--- src/rtl/logic_acc_if.sv ---
// Valid/ready bundle for logic_acc_unit: operand beats in, folded/pairwise results out.
interface logic_acc_if #(
  parameter int WIDTH = 4,
  parameter int CNT_W = 8
);
  logic             in_valid;
  logic             in_ready;
  logic [WIDTH-1:0] in_a;
  logic [WIDTH-1:0] in_b;
  logic [2:0]       in_op;
  logic             in_mode;
  logic             in_last;
  logic             out_valid;
  logic             out_ready;
  logic [WIDTH-1:0] out_f;
  logic [CNT_W-1:0] out_count;

  modport master (
    output in_valid, in_a, in_b, in_op, in_mode, in_last, out_ready,
    input  in_ready, out_valid, out_f, out_count
  );

  modport slave (
    input  in_valid, in_a, in_b, in_op, in_mode, in_last, out_ready,
    output in_ready, out_valid, out_f, out_count
  );
endinterface

--- src/rtl/logic_acc_unit.sv ---
// Registered bitwise logic unit: pairwise A op B per beat, or a burst folded into one result.
module logic_acc_unit #(
  parameter int WIDTH = 4,
  parameter int CNT_W = 8
) (
  input logic        clk,
  input logic        rst_n,
  logic_acc_if.slave bus
);

  typedef enum logic {IDLE, ACCUM} state_t;

  state_t           state_q, state_d;
  logic [WIDTH-1:0] acc_q, acc_d;
  logic [2:0]       op_q, op_d;
  logic [CNT_W-1:0] cnt_q, cnt_d;
  logic [WIDTH-1:0] f_q, f_d;
  logic [CNT_W-1:0] count_q, count_d;
  logic             valid_q, valid_d;

  logic             in_ready;
  logic             accept;
  logic             consume;
  logic [WIDTH-1:0] pair_res;
  logic [WIDTH-1:0] fold_res;
  logic [CNT_W-1:0] cnt_inc;

  function automatic logic [WIDTH-1:0] logic_op(input logic [2:0] op,
                                                input logic [WIDTH-1:0] a,
                                                input logic [WIDTH-1:0] b);
    case (op)
      3'd0:    logic_op = a & b;
      3'd1:    logic_op = a | b;
      3'd2:    logic_op = a ^ b;
      3'd3:    logic_op = ~(a & b);
      3'd4:    logic_op = ~(a | b);
      3'd5:    logic_op = ~(a ^ b);
      3'd6:    logic_op = a;
      default: logic_op = ~a;
    endcase
  endfunction

  // Beat counter sticks at all-ones instead of wrapping.
  function automatic logic [CNT_W-1:0] sat_inc(input logic [CNT_W-1:0] c);
    sat_inc = (&c) ? c : c + CNT_W'(1);
  endfunction

  assign accept   = bus.in_valid && in_ready;
  assign consume  = valid_q && bus.out_ready;
  assign pair_res = logic_op(bus.in_op, bus.in_a, bus.in_b);
  assign fold_res = logic_op(op_q, acc_q, bus.in_a);
  assign cnt_inc  = sat_inc(cnt_q);

  always_ff @(posedge clk or negedge rst_n) begin
    if (!rst_n) state_q <= IDLE;
    else        state_q <= state_d;
  end

  always_comb begin
    state_d = state_q;
    case (state_q)
      IDLE:    if (accept && bus.in_mode && !bus.in_last) state_d = ACCUM;
      ACCUM:   if (accept && bus.in_last)                 state_d = IDLE;
      default: state_d = IDLE;
    endcase
  end

  always_comb begin
    in_ready = !valid_q || bus.out_ready;
  end

  always_comb begin
    acc_d   = acc_q;
    op_d    = op_q;
    cnt_d   = cnt_q;
    f_d     = f_q;
    count_d = count_q;
    valid_d = valid_q;
    if (consume) valid_d = 1'b0;
    if (accept) begin
      if (state_q == IDLE) begin
        if (bus.in_mode) begin
          acc_d = pair_res;
          op_d  = bus.in_op;
          cnt_d = CNT_W'(1);
        end
        if (!bus.in_mode || bus.in_last) begin
          f_d     = pair_res;
          count_d = CNT_W'(1);
          valid_d = 1'b1;
        end
      end else if (bus.in_last) begin
        f_d     = fold_res;
        count_d = cnt_inc;
        valid_d = 1'b1;
      end else begin
        acc_d = fold_res;
        cnt_d = cnt_inc;
      end
    end
  end

  always_ff @(posedge clk or negedge rst_n) begin
    if (!rst_n) begin
      acc_q   <= '0;
      op_q    <= '0;
      cnt_q   <= '0;
      f_q     <= '0;
      count_q <= '0;
      valid_q <= 1'b0;
    end else begin
      acc_q   <= acc_d;
      op_q    <= op_d;
      cnt_q   <= cnt_d;
      f_q     <= f_d;
      count_q <= count_d;
      valid_q <= valid_d;
    end
  end

  assign bus.in_ready  = in_ready;
  assign bus.out_valid = valid_q;
  assign bus.out_f     = f_q;
  assign bus.out_count = count_q;

endmodule

--- src/flat_wrapper.sv ---
// flat-port wrapper written by rule: the top's interface ports become plain ports
module logic_acc_unit_flat 
#(
  parameter int WIDTH = 4,
  parameter int CNT_W = 8
)
  (clk, rst_n, bus_in_valid, bus_in_a, bus_in_b, bus_in_op, bus_in_mode, bus_in_last, bus_out_ready, bus_in_ready, bus_out_valid, bus_out_f, bus_out_count);
  logic_acc_if #(.WIDTH(WIDTH), .CNT_W(CNT_W)) bus_i ();
  input logic clk;
  input logic rst_n;
  input wire logic [$bits(bus_i.in_valid)-1:0] bus_in_valid;
  input wire logic [$bits(bus_i.in_a)-1:0] bus_in_a;
  input wire logic [$bits(bus_i.in_b)-1:0] bus_in_b;
  input wire logic [$bits(bus_i.in_op)-1:0] bus_in_op;
  input wire logic [$bits(bus_i.in_mode)-1:0] bus_in_mode;
  input wire logic [$bits(bus_i.in_last)-1:0] bus_in_last;
  input wire logic [$bits(bus_i.out_ready)-1:0] bus_out_ready;
  output wire logic [$bits(bus_i.in_ready)-1:0] bus_in_ready;
  output wire logic [$bits(bus_i.out_valid)-1:0] bus_out_valid;
  output wire logic [$bits(bus_i.out_f)-1:0] bus_out_f;
  output wire logic [$bits(bus_i.out_count)-1:0] bus_out_count;
  assign bus_i.in_valid = bus_in_valid;
  assign bus_i.in_a = bus_in_a;
  assign bus_i.in_b = bus_in_b;
  assign bus_i.in_op = bus_in_op;
  assign bus_i.in_mode = bus_in_mode;
  assign bus_i.in_last = bus_in_last;
  assign bus_i.out_ready = bus_out_ready;
  assign bus_in_ready = bus_i.in_ready;
  assign bus_out_valid = bus_i.out_valid;
  assign bus_out_f = bus_i.out_f;
  assign bus_out_count = bus_i.out_count;
  logic_acc_unit #(.WIDTH(WIDTH), .CNT_W(CNT_W)) u_core (.clk(clk), .rst_n(rst_n), .bus(bus_i));
endmodule
--- config.mk ---
export PLATFORM = sky130hd
export DESIGN_NAME = logic_acc_unit_flat
export DESIGN_NICKNAME = d
export VERILOG_FILES = /design/src/rtl/logic_acc_if.sv /design/src/rtl/logic_acc_unit.sv /design/src/flat_wrapper.sv
export SDC_FILE = /design/constraint.sdc
export NUM_CORES = 1
export LEC_CHECK = 0
export ABC_CLOCK_PERIOD_IN_PS = 3100
export CAP_MARGIN = 20
export CORE_ASPECT_RATIO = 2
export CORE_MARGIN = 4
export CORE_UTILIZATION = 39
export DETAILED_ROUTE_END_ITERATION = 8
export PLACE_DENSITY = 0.6
export SLEW_MARGIN = 0
export SYNTH_ARGS = -nofsm -noshare
export SYNTH_HDL_FRONTEND = slang
export SYNTH_SLANG_ARGS = --single-unit
--- constraint.sdc ---
create_clock -name clk -period 3.1 [get_ports clk]
set_clock_uncertainty 0.1 [all_clocks]
set_input_delay 0.93 -clock clk [delete_from_list [all_inputs] [get_ports clk]]
set_output_delay 0.93 -clock clk [all_outputs]
set_load 0.02 [all_outputs]
Yosys cells after proc, flatten, opt, wreduce, memory -nomap -nowiden --
Cells that the tools add are included.
Storage, ports and cells: register bits 29, input bits 17, output and inout bits 14, word-level logic and storage cells 78
Cells by class: add/sub/neg operators 1, equality and inequality tests 14, mux-type cells 23, bitwise operators 15, reduce and logical (&&, ||, !) cells 18
Operators by type and width (number):
- $mux 8 | 7
- $pmux 4 s7 | 2
- $not 4->4 | 8
- $mux 4 | 6
- $eq 3x3->1 const B | 6
- $eq 3x2->1 const B | 4
- $reduce_and 3->1 | 3
- $add 8x1->8 const B | 1
- $and 4x4->4 | 2
- $or 4x4->4 | 2
- $reduce_and 8->1 | 1
- $xor 4x4->4 | 2
- $mux 1 | 7
- $eq 3x1->1 const B | 2
- $logic_not 3->1 | 2
- $logic_and 1x1->1 | 5
- $ne 2x2->1 const B | 2
- $reduce_bool 2->1 | 2
- $logic_not 1->1 | 3
- $logic_or 1x1->1 | 2
- $pmux 1 s2 | 1
- $not 1->1 | 1

Longest topological paths before layout --
depth after elaboration 7, mapped depth 7, gate-level depth less buffers 7

Least setup slack after synthesis --
OpenSTA, ideal clock, no wires.
kind input -> register, start input port bus_in_b[1], end register u_core.f_q[1] (netlist: u_core.bus.out_f[1]), library setup time 125 ps, arrival 2267 ps, required time 2875 ps, path slack 609 ps, cell stages on the path 7, path buffers 0, path through inv_1 ha_1 or3b_2 a21oi_1 o32a_1 o22ai_1 mux2_2
On the way: cells in the longest elaborated chain, start to end 5, elaborated cells between the ends (all ways) 9, those cells by class 3 x mux; 6 x bitwise
Ends and longest elaborated chain:
- from (decl) | RTL line flat_wrapper.sv:13 | input wire logic [$bits(bus_i.in_b)-1:0] bus_in_b;
- $xor 4x4->4, or another cell as far along | RTL line logic_acc_unit.sv:34, logic_acc_unit.sv:37
- $not 4->4, on equally long branches | RTL line logic_acc_unit.sv:37, logic_acc_unit.sv:35, logic_acc_unit.sv:36
- $pmux 4 s7 * | RTL line logic_acc_unit.sv:31 | case (op)
- $mux 4 * | RTL line logic_acc_unit.sv:87 | if (!bus.in_mode || bus.in_last) begin
- $mux 4 * | RTL line logic_acc_unit.sv:81 | if (state_q == IDLE) begin
- to (signal assigned) | RTL line logic_acc_unit.sv:108 | f_q <= '0;
- to (signal assigned) | RTL line logic_acc_unit.sv:115 | f_q <= f_d;
- to (decl) | RTL line logic_acc_unit.sv:17 | logic [WIDTH-1:0] f_q, f_d;
Every way passes the cells marked *; elsewhere a longest branch is shown, timed or not. The select of a mux whose other input is x is not followed. A chain may end at the register's enable or synchronous reset.

Final worst setup path --
start input port bus_out_ready, end output port bus_in_ready
On the way: cells in the longest elaborated chain, start to end 1
Ends and longest elaborated chain:
- from (decl) | RTL line flat_wrapper.sv:17 | input wire logic [$bits(bus_i.out_ready)-1:0] bus_out_ready;
- $logic_or 1x1->1 | RTL line logic_acc_unit.sv:69 | in_ready = !valid_q || bus.out_ready;
- to (decl) | RTL line flat_wrapper.sv:18 | output wire logic [$bits(bus_i.in_ready)-1:0] bus_in_ready;
Every way passes these cells.

==> key figures <==
Status
  – Outcome: completed

Synth
  – Yosys reg bits: 29
  – Synthesized instance count: 251
  – Yosys top cell area share: 0.329
  – Syn nets: 285
  – Count leader, synth: dfrtp_1
  – Main area contributors after synthesis: dfrtp_1 (33%), ha_1 (9.6%), nand2_1 (4.8%), mux2_2 (4.6%), a21oi_1 (3.6%)
  – Post-synth EDFFs: 0
  – Library cells used by synthesis: 52
  – Ys flop type: dfrtp_1
  – Register area share after synthesis: 0.329
  – Mapped Area: 0.00221 mm^2
  – Yosys warning count: 0
  – Async SR Flop Fraction: 1.00
  – Synth cell count leaders: dfrtp_1 (29), nand2_1 (28), ha_1 (17)
  – Yosys top cell by area: dfrtp_1
  – Avg Inst Size Synth: 8.79 um^2

Global routing
  – Vias in the first global route: 1876
  – Initial antenna violation count: 0
  – Total GRT Usage: 0.161
  – GRT overflow: 0
  – Largest net degree at the start of global routing: 30
  – First-pass GRT wire length: 8670 um

Run
  – Max_cap viols: 0

Clock network
  – Worst-Skew Late Latency: 0.27 ns
  – Setup Buffers After CTS: 0
  – CTS Root Buffer Type: clkbuf_8
  – CTS tree: built
  – CTS Buf Count: 5
  – PostCTS Resize Cnt: 1
  – H-tree levels: 2
  – CTS Hold Buffers Added: 0
  – Clock transition at path regs: 0.05 ns
  – Sink Count: 29
  – Bufs on Longest Clock Path: 2

Worst setup path
  – CP startpoint kind: input port
  – Max incr delay on CP: 0.45 ns
  – CP arrival: 1.83 ns
  – R2r endpoint: u_core.bus.out_f[1]
  – Worst path slowest cell: clkdlybuf4s50_1
  – Critical Path End Type: output port
  – CP cell instances: clkdlybuf4s50_1 -> nand2b_1 -> dlygate4sd2_1
  – CP Class: input port to output port
  – Crit path max-delay family: buffers and inverters
  – Worst reg2reg startpoint: u_core.acc_q[1]
  – Reg2Reg Setup Slack: 1.12 ns
  – R2R depth: 7
  – CP Buf/Inv Count: 2
  – Worst Path Required: 2.07 ns
  – Crit Path Max Fanout: 2

Power and ir drop
  – Peak supply drop: 0.416 mV
  – Pwr dens: 615 mW/mm^2
  – Tot Pwr: 1640 uW
  – Leakage: 0.00116 uW

STA
  – Final min period: 2.86 ns
  – Final number of hold-violating endpoints: 0
  – Max Slew Vio Count: 0
  – RSZ-0062 raised after global routing: false
  – Setup TNS: 0 ns
  – Max Clock Freq: 350 MHz
  – Slew HR: 0.539
  – Final period util: 0.921
  – Final Setup Violations: 0
  – Worst Tran Pin Value: 0.687 ns
  – Final hold slack: 0.389 ns

Floorplanning
  – Core Region: 0.00547 mm^2
  – Initial Utilization: 0.403
  – Num rows: 38
  – Die X: 61.2 um
  – # IOs: 31
  – Die ar.: 0.00700 mm^2
  – Die Y: 114 um

Min path
  – Hold Crit Class: flop to flop
  – Worst hold start: u_core.bus.out_count[2]
  – Worst hold stages: 2
  – Hold endpoint: u_core.bus.out_count[2]

Routing
  – Routed wire length: 5020 um
  – Pre-Repair DR Iteration Count: 4
  – Number of nets with antenna violations after routing: 0
  – Wire per inst: 14.6 um
  – Drt drc: 0
  – Iteration-0 DRC Markers: 61
  – Vias: 1941
  – Via-per-instance ratio: 5.66

Place
  – I/O Buffers: 30
  – Final HPWL DP: 3860 um
  – GP Congestion: 0.759
  – Placed insts: 336

Layout
  – Post-route insts no fill: 343
  – Net count reported at finish: 317
  – Fraction of layout cells with a size suffix above 1: 0.131
  – Syn-to-layout area delta: 20.9%
  – Antenna cells: 0
  – Finished Core Util: 0.488
==> flip-flops by register name, indices dropped and copies added, names as in the netlist <==
register and cells:
u_core.acc_q 4, u_core.bus.out_count 8, u_core.bus.out_f 4, u_core.bus.out_valid 1, u_core.cnt_q 8, u_core.op_q 3, u_core.state_q 1
==> layout make-up <==
cell class / instances / area (um^2)
Clock buffer: 7 / 86.3
Timing Repair Buffer: 44 / 404
Tap cell: 60 / 75.1
Multi-Input combinational cell: 186 / 1310
Fill cell: 540 / 2800
Sequential cell: 29 / 726
Inverter: 17 / 63.8
==> worst min-delay path, delay by kind of cell (launching register included) <==
kind            cells  cell delay (ns)
flops               1             0.34
compound gates      1             0.06
simple gates        1             0.05
==> metrics by stage <==
| stage | area, um^2 | worst slack, ns |
|---|---|---|
| CTS | 2670 | 0.239 |
| global route | 2670 | 0.197 |
| floorplan | 2210 | 0.609 |
| detailed placement | 2580 | -0.0318 |
| finish | 2670 | 0.244 |
| global placement | 2580 | -0.0244 |
==> kinds of logic (layout without fill, tap and decap cells) <==
kind of cell	Yosys count	in the layout	synth area share
adders and majority gates	17	17	0.0964
muxes	14	14	0.0686
DFF	29	29	0.329
buffers and inverters	36	68	0.0766
xor gates and xnor gates	5	5	0.0199
and+or+nand+nor	79	79	0.180
AOI/OAI and AO/OA	71	71	0.229
==> power breakdown <==
part	total [uW]	internal, uW	switching (uW)	leakage (uW)
clock network	304	175	129	0.0000443
registers	654	487	167	0.000362
logic	681	347	334	0.000757
==> cell usage in the layout (no fill, tap or decap), types with 4 or more instances in the layout <==
| cell | netlist | routed |
|---|---|---|
| clkdlybuf4s50_1 | 0 | 29 |
| dfrtp_1 | 29 | 29 |
| nand2_1 | 28 | 28 |
| ha_1 | 17 | 17 |
| inv_1 | 16 | 16 |
| nor2_1 | 16 | 16 |
| a21oi_1 | 16 | 16 |
| o21ai_0 | 15 | 15 |
| buf_4 | 2 | 14 |
| mux2_2 | 9 | 9 |
| nand3_1 | 9 | 9 |
| and3_1 | 6 | 6 |
| clkbuf_8 | 0 | 6 |
| o2bb2ai_1 | 5 | 5 |
| mux2i_1 | 5 | 5 |
| a31oi_1 | 4 | 4 |
==> worst max-delay path by stage <==
| stage | from | to | slack (ns) | cells past startpoint |
|---|---|---|---|---|
| global placement | bus_out_ready | bus_in_ready | -0.02 | 3 |
| floorplan | bus_in_b[1] | u_core.bus.out_f[1] | 0.61 | 7 |
| detailed placement | bus_out_ready | bus_in_ready | -0.03 | 3 |
| finish | bus_out_ready | bus_in_ready | 0.24 | 3 |
| CTS | bus_out_ready | bus_in_ready | 0.24 | 3 |
| global route | bus_out_ready | bus_in_ready | 0.20 | 3 |
==> routing by layer <==
layer	share of wire	wire length, um	global-route usage
met4	0.026	129	0.0680
met3	0.031	154	0.0226
met2	0.55	2780	0.287
met5	0	0	0
met1	0.39	1960	0.181
No activity file was read; power rests on OpenSTA's default activity.
